===== src/rtl/scsi_io_arbiter.sv =====
// Two-target arbiter in front of a single block IO controller: round-robin grant,
// latched LBA/direction, ack and buffer-write steering, mount routing and an ack watchdog.
module scsi_io_arbiter #(
    parameter logic [23:0] WD_CYCLES = 24'hFFFFFF
) (
    input  logic        clk,
    input  logic        rst,
    input  logic [31:0] t0_lba,
    input  logic        t0_rd,
    input  logic        t0_wr,
    output logic        t0_ack,
    input  logic [7:0]  t0_buff_din,
    output logic        t0_buff_wr,
    output logic        t0_mounted,
    input  logic [31:0] t1_lba,
    input  logic        t1_rd,
    input  logic        t1_wr,
    output logic        t1_ack,
    input  logic [7:0]  t1_buff_din,
    output logic        t1_buff_wr,
    output logic        t1_mounted,
    output logic [31:0] io_lba,
    output logic        io_rd,
    output logic        io_wr,
    input  logic        io_ack,
    output logic [7:0]  sd_buff_din,
    input  logic        sd_buff_wr,
    input  logic        img_mounted,
    input  logic        img_id,
    output logic        io_timeout
);

    typedef enum logic [1:0] {IDLE, REQ, ACK, REL} state_t;

    state_t      state_q, state_d;
    logic        owner_q, owner_d;
    logic        last_owner_q, last_owner_d;
    logic        dir_rd_q, dir_rd_d;
    logic [31:0] lat_lba_q, lat_lba_d;
    logic [23:0] wd_cnt_q, wd_cnt_d;
    logic        timeout_q, timeout_d;
    logic        t0_mounted_q, t0_mounted_d;
    logic        t1_mounted_q, t1_mounted_d;

    logic t0_pend, t1_pend, grant_t1, owner_pend, wd_expire, busy, fwd_ack, fwd_wr;

    assign t0_pend    = t0_rd | t0_wr;
    assign t1_pend    = t1_rd | t1_wr;
    // On a tie the target that was not served last wins.
    assign grant_t1   = t1_pend & (~t0_pend | ~last_owner_q);
    assign owner_pend = owner_q ? t1_pend : t0_pend;
    assign wd_expire  = (WD_CYCLES != 24'd0) && (wd_cnt_q == WD_CYCLES - 24'd1);
    assign busy       = (state_q == REQ) || (state_q == ACK);

    always_comb begin
        state_d      = state_q;
        owner_d      = owner_q;
        last_owner_d = last_owner_q;
        dir_rd_d     = dir_rd_q;
        lat_lba_d    = lat_lba_q;
        wd_cnt_d     = wd_cnt_q;
        timeout_d    = 1'b0;
        t0_mounted_d = img_mounted & ~img_id;
        t1_mounted_d = img_mounted & img_id;
        case (state_q)
            IDLE: begin
                if (t0_pend || t1_pend) begin
                    owner_d   = grant_t1;
                    lat_lba_d = grant_t1 ? t1_lba : t0_lba;
                    dir_rd_d  = grant_t1 ? t1_rd : t0_rd;
                    wd_cnt_d  = 24'd0;
                    state_d   = REQ;
                end
            end
            REQ: begin
                if (wd_expire) begin
                    timeout_d = 1'b1;
                    state_d   = REL;
                end else begin
                    wd_cnt_d = wd_cnt_q + 24'd1;
                    if (io_ack)
                        state_d = ACK;
                    else if (!owner_pend)
                        state_d = REL;
                end
            end
            ACK: begin
                if (wd_expire) begin
                    timeout_d = 1'b1;
                    state_d   = REL;
                end else begin
                    wd_cnt_d = wd_cnt_q + 24'd1;
                    if (!io_ack)
                        state_d = REL;
                end
            end
            REL: begin
                last_owner_d = owner_q;
                state_d      = IDLE;
            end
            default: state_d = IDLE;
        endcase
    end

    always_ff @(posedge clk) begin
        if (rst) begin
            state_q      <= IDLE;
            owner_q      <= 1'b0;
            last_owner_q <= 1'b1;
            dir_rd_q     <= 1'b0;
            lat_lba_q    <= 32'd0;
            wd_cnt_q     <= 24'd0;
            timeout_q    <= 1'b0;
            t0_mounted_q <= 1'b0;
            t1_mounted_q <= 1'b0;
        end else begin
            state_q      <= state_d;
            owner_q      <= owner_d;
            last_owner_q <= last_owner_d;
            dir_rd_q     <= dir_rd_d;
            lat_lba_q    <= lat_lba_d;
            wd_cnt_q     <= wd_cnt_d;
            timeout_q    <= timeout_d;
            t0_mounted_q <= t0_mounted_d;
            t1_mounted_q <= t1_mounted_d;
        end
    end

    // Strobes are forced low while rst is high so a reset mid-transfer is silent at once.
    assign fwd_ack = io_ack & busy & ~rst;
    assign fwd_wr  = sd_buff_wr & (state_q != IDLE) & ~rst;

    assign io_lba      = lat_lba_q;
    assign io_rd       = (state_q == REQ) & dir_rd_q & ~rst;
    assign io_wr       = (state_q == REQ) & ~dir_rd_q & ~rst;
    assign t0_ack      = fwd_ack & ~owner_q;
    assign t1_ack      = fwd_ack & owner_q;
    assign t0_buff_wr  = fwd_wr & ~owner_q;
    assign t1_buff_wr  = fwd_wr & owner_q;
    assign sd_buff_din = owner_q ? t1_buff_din : t0_buff_din;
    assign t0_mounted  = t0_mounted_q;
    assign t1_mounted  = t1_mounted_q;
    assign io_timeout  = timeout_q & ~rst;

endmodule

===== config.mk =====
export PLATFORM = sky130hd
export DESIGN_NAME = scsi_io_arbiter
export DESIGN_NICKNAME = d
export VERILOG_FILES = /design/src/rtl/scsi_io_arbiter.sv
export SDC_FILE = /design/constraint.sdc
export NUM_CORES = 1
export LEC_CHECK = 0
export CAP_MARGIN = 5
export CORE_ASPECT_RATIO = 0.6
export CORE_MARGIN = 1.5
export CORE_UTILIZATION = 40
export CTS_BUF_LIST = sky130_fd_sc_hd__clkbuf_8
export DETAILED_ROUTE_END_ITERATION = 7
export HOLD_SLACK_MARGIN = 0.02
export PLACE_DENSITY = 0.79
export SYNTH_ARGS = -nofsm -noshare
export SYNTH_HDL_FRONTEND = slang
export SYNTH_SLANG_ARGS = --single-unit

===== constraint.sdc =====
create_clock -name clk -period 2.1 [get_ports clk]
set_clock_uncertainty 0.1 [all_clocks]
set_input_delay 0.42 -clock clk [delete_from_list [all_inputs] [get_ports clk]]
set_output_delay 0.42 -clock clk [all_outputs]
set_load 0.01 [all_outputs]

# Yosys cells after proc, flatten, opt, wreduce, memory -nomap -nowiden
# Index checks and enable logic that the tools add are counted.
dict set report totals {
  regBits 64
  input_bits 90
  word_cells 69
  out_inout_bits 49
}
dict set report op_classes {
  eq_ne 8
  muxes 15
  bitwise 26
  n_reduce_logical 10
  add_sub_neg 1
}
# op n
set op_table {}
lappend op_table {{two-way mux 24 bit} 2}
lappend op_table {{case mux 24 bit (2 select lines)} 1}
lappend op_table {{two-way mux 32 bit} 1}
lappend op_table {{adder 24 x 1 -> 24 bit (second input constant)} 1}
lappend op_table {{== test 24 bit (second input constant)} 1}
lappend op_table {{bitwise AND 1 bit} 16}
lappend op_table {{two-way mux 2 bit} 6}
lappend op_table {{two-way mux 8 bit} 1}
lappend op_table {{case mux 2 bit (4 select lines)} 1}
lappend op_table {{inverter 1 bit} 7}
lappend op_table {{AND reduction 3 bit} 2}
lappend op_table {{== test 2 bit (second input constant)} 2}
lappend op_table {{inequality test 2 bit (second input constant)} 2}
lappend op_table {{inequality test 4 bit (second input constant)} 1}
lappend op_table {{nonzero test 2 bit} 2}
lappend op_table {{OR reduction 2 bit} 2}
lappend op_table {{two-way mux 1 bit} 3}
lappend op_table {{inequality test 3 bit (second input constant)} 1}
lappend op_table {{bitwise OR 1 bit} 3}
lappend op_table {{== test 2 x 1 -> 1 bit (second input constant)} 1}
lappend op_table {{logical NOT 2 bit} 1}
lappend op_table {{logical OR 1 bit} 2}
lappend op_table {{AND reduction 2 bit} 1}

# Logic depth before layout (Yosys ltp)
# Gate-level depths: netlist of the first run.
dict set report depth {
  word_depth 6
  depth_mapped 9
  mapped_depth_nobuf 7
}

# Least setup slack after synthesis of the first run
# OpenSTA, ideal clock, no wires.
dict set report synth_timing {
  path_type {register to register}
  from {reg state_q[0]}
  to {reg wd_cnt_q[11]}
  path_stages_with_launch 9
  t_arrival_ps 1976
  period_less_slack_ps 2150
  required_time_ps 1927
  setup_slack_ps -50
  n_path_buf 1
  setup_time_ps 73
  path_cell_list {dfxtp_1 > inv_1 > ha_1 > nor2_1 > a2111oi_4 > o211ai_2 > buf_2 > or3_1 > a21oi_1}
}
dict set report synth_between {
  elab_chain_len 4
  word_cells_on_any_way 9
  classes_between {eq/ne (4); mux (1); reduce/logical (4)}
}
# item line_no
set synth_lines {}
lappend synth_lines {{start: declaration} 35} ;# state_t state_q, state_d;
lappend synth_lines {{start signal: assignment} 117} ;# state_q <= state_d;
lappend synth_lines {{== test 2 bit or == test 2 x 1 -> 1 bit (tied branches)} 65} ;# case (state_q)
lappend synth_lines {{OR reduction 2 bit (no source line)} -}
lappend synth_lines {{inequality test 2 bit (no source line) or nonzero test 2 bit (tied branches)} -}
lappend synth_lines {{AND reduction 3 bit (no source line)} -}
lappend synth_lines {{end signal: assignment} 122} ;# wd_cnt_q <= wd_cnt_d;
lappend synth_lines {{end: declaration} 40} ;# logic [23:0] wd_cnt_q, wd_cnt_d;
# Several ways; a longest one is shown, not always the timed one.
# A chain may end at the register's enable or synchronous reset.

# Worst setup path in the final report of the first run
dict set report layout_timing {
  from {reg state_q[0]}
  to {reg wd_cnt_q[21]}
}
# Same word-level chain as after synthesis.

==> results of run 1 <==
Yosys cell counts (2+ instances only):
library cell  count
nand2_1          80
dfxtp_1          64
nor2_1           42
a311oi_1         32
a21oi_1          18
clkbuf_1         17
o21ai_1          13
or3_1            11
inv_1            10
or3_2             9
a21oi_2           8
mux2_2            8
o21ai_0           8
nand4_1           7
ha_1              6
nand3_1           6
buf_1             4
nor2b_1           4
and2_1            3
buf_2             3
nor3_1            3
o31ai_1           3
nand2b_1          2
nor3b_1           2
o211ai_1          2
o211ai_2          2
or2_2             2
or4_1             2
sequential cells by signal, indices dropped and copies added, names as in the netlist:
signal,cells
owner_q,1
t0_mounted,1
dir_rd_q,1
wd_cnt_q,24
last_owner_q,1
state_q,2
t1_mounted,1
timeout_q,1
io_lba,32
worst max-delay path, cell delays in order (launching register included):
cell and delay [ns]:
dfxtp_2 0.33, inv_2 0.05, ha_4 0.29, nor2_4 0.05, a2111oi_4 0.36, o211ai_4 0.19
or4_4 0.57, a21oi_2 0.17
power groups by stage:
| stage | clock network [mW] | registers, mW | logic (mW) |
|---|---|---|---|
| floorplan | 0 | 1.82 | 1.38 |
| global placement | 0 | 1.70 | 2.88 |
| detailed placement | 0 | 1.72 | 2.97 |
| CTS | 1.21 | 1.70 | 2.99 |
| global route | 1.26 | 1.74 | 3.31 |
| finish | 1.19 | 1.70 | 3.09 |
per-layer routing:
| metal | up-vias | track usage [%] | wire length (um) |
|---|---|---|---|
| met5 | - | 0 | 0 |
| met4 | 0 | 9.66 | 287 |
| met3 | 30 | 7.81 | 796 |
| met2 | 157 | 40.2 | 5310 |
| met1 | 1767 | 30.4 | 4850 |
| li1 | 1799 | - | - |
worst paths after layout:
check                           from                         to  slack [ns]  cells past startpoint
max          state_q[0]$_SDFFE_PP0P_  wd_cnt_q[21]$_SDFFE_PP0P_       -0.08                      7
min reg2reg  io_lba[24]$_SDFFE_PP0P_    io_lba[24]$_SDFFE_PP0P_        0.39                      2
min                              rst       owner_q$_SDFFE_PP0P_        0.29                      2
max reg2reg  state_q[0]$_SDFFE_PP0P_  wd_cnt_q[21]$_SDFFE_PP0P_       -0.08                      7
kinds of logic after synthesis:
kind of cell	Yosys count	synth area share (%)
fa+ha+maj	6	2.31
simple gates	184	27.5
compound gates	97	22.2
mux	8	2.78
flops	64	39.5
xor+xnor	1	0.270
buf+inv	37	5.44
cell usage in the layout (no fill, tap or decap), drive strengths merged, types with 11 or more instances in the layout:
cell type / n
a311oi: 32
nand2: 80
or3: 20
dfxtp: 64
clkbuf: 11
o21ai: 21
nor2: 43
buf: 66
dlygate4sd2: 12
a21oi: 26
clkdlybuf4s50: 119
layout make-up:
| class | instances | share of cell area [%] |
|---|---|---|
| inverters | 10 | 0.684 |
| repair buffers | 199 | 34.3 |
| clock inverters | 6 | 1.51 |
| clock buffers | 10 | 2.51 |
| well taps | 108 | 2.46 |
| multi-input cells | 297 | 35.0 |
| flip-flops and latches | 64 | 23.5 |
metrics by stage:
step,hold slack (ns),power [mW]
CTS,0.262,5.89
finish,0.289,5.98
floorplan,0.358,3.20
global route,0.289,6.31
global placement,0.374,4.58
detailed placement,0.392,4.69
timing repair:
action                                 in CTS  in global routing
resized for setup                          45                 23
setup endpoints to repair                  30                 25
setup buffers                               2                  4
endpoints found under the hold margin       0                  0
pin swaps                                   4                 15
gates cloned                                0                  2
==> flow_metrics.tcl, run 1 <==
set metrics [dict create \
    hold_viol_final 0 \
    finalSetupViolCount 15 \
    maxSlewViolCount 0 \
    timing.final.ws_setup_ns -0.0832 \
    critPathKind "reg -> reg" \
    wl_per_cell_um 16.2 \
    ff_latch_area_sq_mm 0.00129 \
    yosysTopAreaCell "dfxtp_1" \
    hold_buffers 0 \
    worst_slew_pin_slew_ns 0.444 \
    syn_nets 493 \
    ys_seq_area_share_pct 39.5 \
    synth_edf_count 0 \
    syn2layout_area_growth_pct 69.0 \
    seq_power_share_pct 28.4 \
    ios 139 \
    drc 0 \
    worstPathArrival_ns 2.37 \
    cp_max_fo 6 \
    synth.area.top_cells "dfxtp_1 39%, nand2_1 9.3%, a311oi_1 8.6%" \
    cts_root_buffer "clkbuf_8" \
    grt-ovfl-total 0 \
    netSwitchingFraction_pct 36.6 \
    power_density_mw_per_mm2 1090 \
    hpwl_mm 7.79 \
    tns_ns -0.371 \
    cts_buffers 9 \
    antenna_found_initial 0 \
    drtPass1Iterations 4 \
    layout-drive-gt1-share_pct 23.9 \
    worst_ep_required_time_ns 2.29 \
    synth_cell_type_count 54 \
    fin_crit_sh_pct 104 \
    final_area_sq_mm 0.00548 \
    hold_path_class "in -> reg" \
    postSynthCellCount 397 \
    dieArea_sq_mm 0.00868 \
    dominantRegCellSynth "dfxtp_1" \
    clock_latency_ns 0.36 \
    fill_cells 620 \
    fp.dieW_um 119 \
    grt_use_total_pct 24.5 \
    final_nets 677 \
    clock_sinks 64 \
    port_buffers 138 \
    min_period_ns 2.18 \
    postPlaceCellArea_sq_mm 0.00511 \
    grt_pass1_wl_mm 16.7 \
    startpoint_type "flip-flop" \
    p_clk_share_pct 19.9 \
    rows 25 \
    cellLeakagePower_nw 2.07 \
    dr.first_iter.drc_count 214 \
    n_antenna_cell 0 \
    multiInputGateArea_sq_mm 0.00192 \
    clockBufferDepth 2 \
    htree_levels 3 \
    place_ws_ns -0.403 \
    crit_path_end_kind "flip-flop" \
    stdcell_count 694 \
    failed_checks "setup timing" \
    irDropWorstVdd_mv 0.636 \
    syn_area_sq_mm 0.00325 \
    p_int_mw 3.79 \
    status "finished with violations" \
    cts_tree "built" \
    slew_headroom_pct 70.4 \
    start_util_pct 41.2 \
    gp_congestion 0.857 \
    grt_start_max_net_pins 34 \
    ys_warn_count 0 \
    final_util_pct 69.6 \
    p_comb_share_pct 51.7 \
    cts.clk_slew.worst_paths_ns 0.07 \
    netSwitchingPower_mw 2.19 \
    synth_top_area_share_pct 39.5 \
    via_per_inst 5.41 \
    avgSynthCellArea_sq_um 8.18 \
    vias 3753 \
    fp.coreArea_sq_mm 0.00788 \
    rsz0062_at_grt "yes" \
    grt_pass1_vias 3488 \
    routed_wl_mm 11.3 \
    ys_ff_latch 64 \
    die_y_um 72.8 \
    antenna_left 0 \
    fmax_mhz 458 \
    place_inst 670 \
    synthArstFlopShare_pct 0 \
    drv_cap 0 \
]
Power figures use the tool's default switching activity.
==> inputs of run 2 (changes only) <==
Settings changed: SKIP_CTS_REPAIR_TIMING set to 1.
==> run 2 against run 1 <==
The flow now finishes without violations. Register-to-register slack better by 0.12 ns. Non-clock buffer count is 1 higher. Die area stayed put. Largest power group unchanged. Highest routed layer unchanged.
==> flow_metrics.tcl, run 2 (synthesized netlist as in run 1, its figures left out) <==
set metrics [dict create \
    final_nets 677 \
    largest_reg_flops 32 \
    worst_path_most_repeated_cell "buf_4" \
    port_buffers 138 \
    clock_latency_ns 0.36 \
    fp.coreArea_sq_mm 0.00788 \
    stdcell_count 694 \
    irDropWorstVdd_mv 0.633 \
    dieArea_sq_mm 0.00868 \
    power_density_mw_per_mm2 1080 \
    fin_worst_hold_slack_ns 0.294 \
    die_y_um 72.8 \
    grt_start_max_net_pins 34 \
    grt_pass1_vias 3382 \
    ios 139 \
    cts_root_buffer "clkbuf_8" \
    vias 3729 \
    grt_use_total_pct 23.7 \
    htree_levels 3 \
    routed_wl_mm 11.0 \
    critPathKind "reg -> reg" \
    place_ws_ns -0.403 \
    layout-drive-gt1-share_pct 24.7 \
    status "complete, no violations" \
    min_period_ns 2.06 \
    worst_ep_required_time_ns 2.29 \
    worst_slew_pin_slew_ns 0.421 \
    crit_path_end_kind "flip-flop" \
    fmax_mhz 486 \
    rows 25 \
    ff_latch_area_sq_mm 0.00129 \
    maxSlewViolCount 0 \
    finalSetupViolCount 0 \
    place_inst 670 \
    fin_crit_sh_pct 98.1 \
    hold_path_class "in -> reg" \
    cp_max_fo 6 \
    cts_buffers 9 \
    dr.first_iter.drc_count 204 \
    final_common_cell "clkdlybuf4s50_1" \
    cellLeakagePower_nw 2.17 \
    wl_per_cell_um 15.9 \
    cts_tree "built" \
    timing.final.ws_setup_ns 0.0409 \
    slowest_stage "dfxtp_1" \
    hold_viol_final 0 \
    antenna_left 0 \
    fill_cells 617 \
    start_util_pct 41.2 \
    gp_congestion 0.857 \
    multiInputGateArea_sq_mm 0.00188 \
    grt_pass1_wl_mm 16.2 \
    slew_headroom_pct 71.9 \
    drv_cap 0 \
    drtPass1Iterations 6 \
    clockBufferDepth 2 \
    n_antenna_cell 0 \
    fp.dieW_um 119 \
    cts.clk_slew.worst_paths_ns 0.07 \
    grt-ovfl-total 0 \
    antenna_found_initial 0 \
    startpoint_type "flip-flop" \
    drc 0 \
    hpwl_mm 7.79 \
    clock_sinks 64 \
    worstPathArrival_ns 2.25 \
    max_stage_delay_ns 0.35 \
    path_cells "inv_2 > ha_4 > nor2_1 > a2111oi_4 > buf_4 > o211ai_4 > buf_4 > or3_1 > a21oi_2" \
    syn2layout_area_growth_pct 69.2 \
    mostFrequentLayoutCells "119 x clkdlybuf4s50_1, 80 x nand2_1, 55 x dfxtp_1, 52 x buf_4, 41 x nor2_1" \
    via_per_inst 5.37 \
]
run 2: cell types whose count changed in the layout (fill, tap and decap cells not counted), moves of 2 or more:
cell / previous run / this run
dfxtp_2: 2 / 8
dlygate4sd2_1: 12 / 0
dlymetal6s2s_1: 0 / 13
or3_4: 3 / 0
or3_1: 9 / 11
buf_2: 5 / 3
dfxtp_1: 61 / 55
clkbuf_2: 1 / 4
run 2: final timing paths:
kind | slack, ns | depth (start not counted) | end | startpoint
max | 0.04 | 9 | wd_cnt_q[17]$_SDFFE_PP0P_ | state_q[1]$_SDFFE_PP0P_
min | 0.29 | 2 | owner_q$_SDFFE_PP0P_ | rst
max reg2reg | 0.04 | 9 | wd_cnt_q[17]$_SDFFE_PP0P_ | state_q[1]$_SDFFE_PP0P_
min reg2reg | 0.39 | 2 | io_lba[24]$_SDFFE_PP0P_ | io_lba[24]$_SDFFE_PP0P_
run 2: per-stage QoR:
| stage | util [%] | setup TNS, ns | power [mW] | area [sq um] |
|---|---|---|---|---|
| floorplan | - | 0 | 3.20 | 3260 |
| global placement | 64.8 | -10.86 | 4.58 | 5110 |
| detailed placement | 64.8 | -14.20 | 4.69 | 5110 |
| CTS | 67.6 | -6.05 | 5.88 | 5330 |
| global route | 69.7 | -0.0373 | 6.29 | 5490 |
| finish | 69.7 | 0 | 5.95 | 5490 |
run 2: per-layer routing:
metal,vias to the layer above,global-route usage [%],routed length [um]
li1,1796,-,-
met1,1759,30.5,4750
met2,149,37.6,5280
met3,25,7.73,736
met4,0,8.99,248
met5,-,0,0
run 2: critical path: cells and delay by family, from the launching register on:
kind	cells	cell delay (ns)
compound gates	3	0.44
simple gates	2	0.41
buf+inv	3	0.40
flops	1	0.35
fa+ha+maj	1	0.28
run 2: power breakdown:
group          internal [mW]  total (mW)  switching [mW]
Clock                  0.694        1.19           0.496
Sequential              1.53        1.69           0.163
Combinational           1.57        3.07            1.50
Total                   3.79        5.95            2.16
run 2: cell type report:
cell class              instances  share of cell area (%)
clock buffers                  10                    2.51
flip-flops and latches         64                    23.6
clock inverters                 6                    1.50
well taps                     108                    2.46
repair buffers                200                    35.0
multi-input cells             296                    34.3
inverters                      10                   0.683
==> inputs of run 3 (changes only) <==
Clock period 2.1 ns to 1.8 ns, I/O delays scaled along.
==> run 3 against run 2 <==
The flow now finishes with violations (setup timing). Clock-buffer cell count rose by 2. Via count increased by 5.4%. Power increased by 32%. Hold slack improved by 0.066 ns. Cell area is 8.3% higher. First-iteration DRC count rose by 6.4%. Sequential power is 17% higher. Worst setup slack lost 0.44 ns. Global-route usage grew 1.2 points. Routed wire length increased by 13%. Highest routed layer unchanged.
==> flow_metrics.tcl, run 3 (synthesized netlist as in run 1, its figures left out) <==
set metrics [dict create \
    status "finished with violations" \
    failed_checks "setup timing" \
    holdPathEnd "dir_rd_q$_SDFFE_PP0P_" \
    rows 25 \
    drv_cap 0 \
    hold_path_class "in -> reg" \
    vias 3930 \
    via_per_inst 5.40 \
    power_density_mw_per_mm2 1320 \
    routed_wl_mm 12.5 \
    port_buffers 138 \
    grt_use_met1_pct 30.0 \
    clock_sinks 64 \
    clock_latency_ns 0.36 \
    drtPass1Iterations 5 \
    dr.first_iter.drc_count 217 \
    n_antenna_cell 0 \
    cts_buffers 9 \
    rsz0062_at_grt "yes" \
    mostFrequentLayoutCells "118 x clkdlybuf4s50_1, 80 x nand2_1, 75 x buf_4, 55 x dfxtp_1, 39 x nor2_1" \
    finalSetupViolCount 39 \
    cts_tree "built" \
    worst_slew_pin_slew_ns 0.385 \
    grt_start_max_net_pins 34 \
    cellLeakagePower_nw 2.35 \
    fp.dieW_um 119 \
    stdcell_count 728 \
    dieArea_sq_mm 0.00868 \
    grt_pass1_vias 3571 \
    place_ws_ns -0.748 \
    grt_use_total_pct 25.0 \
    slew_headroom_pct 74.3 \
    final_common_cell "clkdlybuf4s50_1" \
    grt-ovfl-total 0 \
    gp_congestion 0.808 \
    layout-drive-gt1-share_pct 34.0 \
    wl_per_cell_um 17.1 \
    syn2layout_area_growth_pct 83.3 \
    fin_crit_sh_pct 122 \
    busiest_layer "met2" \
    maxSlewViolCount 0 \
    power_mw 7.86 \
    hpwl_mm 8.19 \
    hold_path_startpoint "rst" \
    worstPathArrival_ns 2.38 \
    timing.rr.end "wd_cnt_q[21]$_SDFFE_PP0P_" \
    hold_viol_final 0 \
    tns_ns -9.04 \
    met2_usage_pct 42.0 \
    antenna_found_initial 0 \
    timing.final.ws_setup_ns -0.400 \
    antenna_left 0 \
    min_period_ns 2.20 \
    r2r-start "state_q[0]$_SDFFE_PP0P_" \
    fp.coreArea_sq_mm 0.00788 \
    drc 0 \
    start_util_pct 41.2 \
    ff2ff_setup_slack_ns -0.40 \
    critPathKind "reg -> reg" \
    final_util_pct 75.5 \
    startpoint_type "flip-flop" \
    cp_max_fo 6 \
    irDropWorstVdd_mv 0.631 \
    die_y_um 72.8 \
    fmax_mhz 454 \
    final_nets 712 \
    holdPathStages 3 \
    crit_path_end_kind "flip-flop" \
    clockBufferDepth 2 \
    grtUsageMet3_pct 7.34 \
    rr_worst_depth 7 \
    ios 139 \
    place_inst 690 \
    cts.clk_slew.worst_paths_ns 0.07 \
    htree_levels 3 \
    cts_root_buffer "clkbuf_8" \
    largest_reg_flops 32 \
    worst_ep_required_time_ns 1.98 \
    grt_pass1_wl_mm 17.0 \
]
==> run 3: cell count changes in the layout (fill, tap and decap cells not counted), sizes merged <==
cell and change:
buf +36, bufinv -1, clkbuf +9, clkdlybuf4s50 -1, clkinv -1, clkinvlp -1, dlymetal6s2s -8, o211ai +1
==> run 3: worst max-delay path, cell delays in order, from the launching register on <==
cell and delay, ns:
dfxtp_2 0.34, inv_2 0.05, ha_4 0.28, nor2_4 0.05
a2111oi_4 0.43, o211ai_4 0.19, or4_1 0.51, a21oi_1 0.17
==> run 3: how the worst max path moves through the flow <==
stage                            startpoint                        end  slack (ns)  cells after the start
detailed placement                    t1_rd  wd_cnt_q[15]$_SDFFE_PP0P_       -0.75                      7
finish              state_q[0]$_SDFFE_PP0P_  wd_cnt_q[21]$_SDFFE_PP0P_       -0.40                      7
CTS                 state_q[0]$_SDFFE_PP0P_                     t0_ack       -0.77                      7
global route        state_q[0]$_SDFFE_PP0P_  wd_cnt_q[19]$_SDFFE_PP0P_       -0.46                      8
floorplan           state_q[0]$_SDFFE_PP0P_  wd_cnt_q[11]$_SDFFE_PP0P_       -0.09                      8
global placement                      t1_rd  wd_cnt_q[15]$_SDFFE_PP0P_       -0.63                      7
==> run 3: stage by stage <==
step                      cell area [sq um]  hold slack (ns)
after global routing                   5950            0.366
after CTS                              5490            0.287
final                                  5950            0.360
after global placement                 5280            0.384
after detailed placement               5280            0.389
after floorplan                        3290            0.336
==> run 3: power by group <==
part           switching, mW  internal, mW  total [mW]
clock                  0.566         0.740        1.31
combinational           2.14          2.44        4.58
sequential             0.191          1.78        1.97
==> run 3: routing by layer <==
| metal | share of wire (%) | up-vias |
|---|---|---|
| met4 | 3.4 | 0 |
| met1 | 42 | 1863 |
| met5 | 0 | - |
| met3 | 6.3 | 40 |
| met2 | 48 | 154 |
| li1 | - | 1873 |
==> run 3: area by class of cell <==
cell class              count  area [sq um]
clock inverters             3          40.0
multi-input cells         297          2040
inverters                  10          40.0
fillers                   557          1930
clock buffers              12           165
repair buffers            234          2230
flip-flops and latches     64          1290
well taps                 108           135
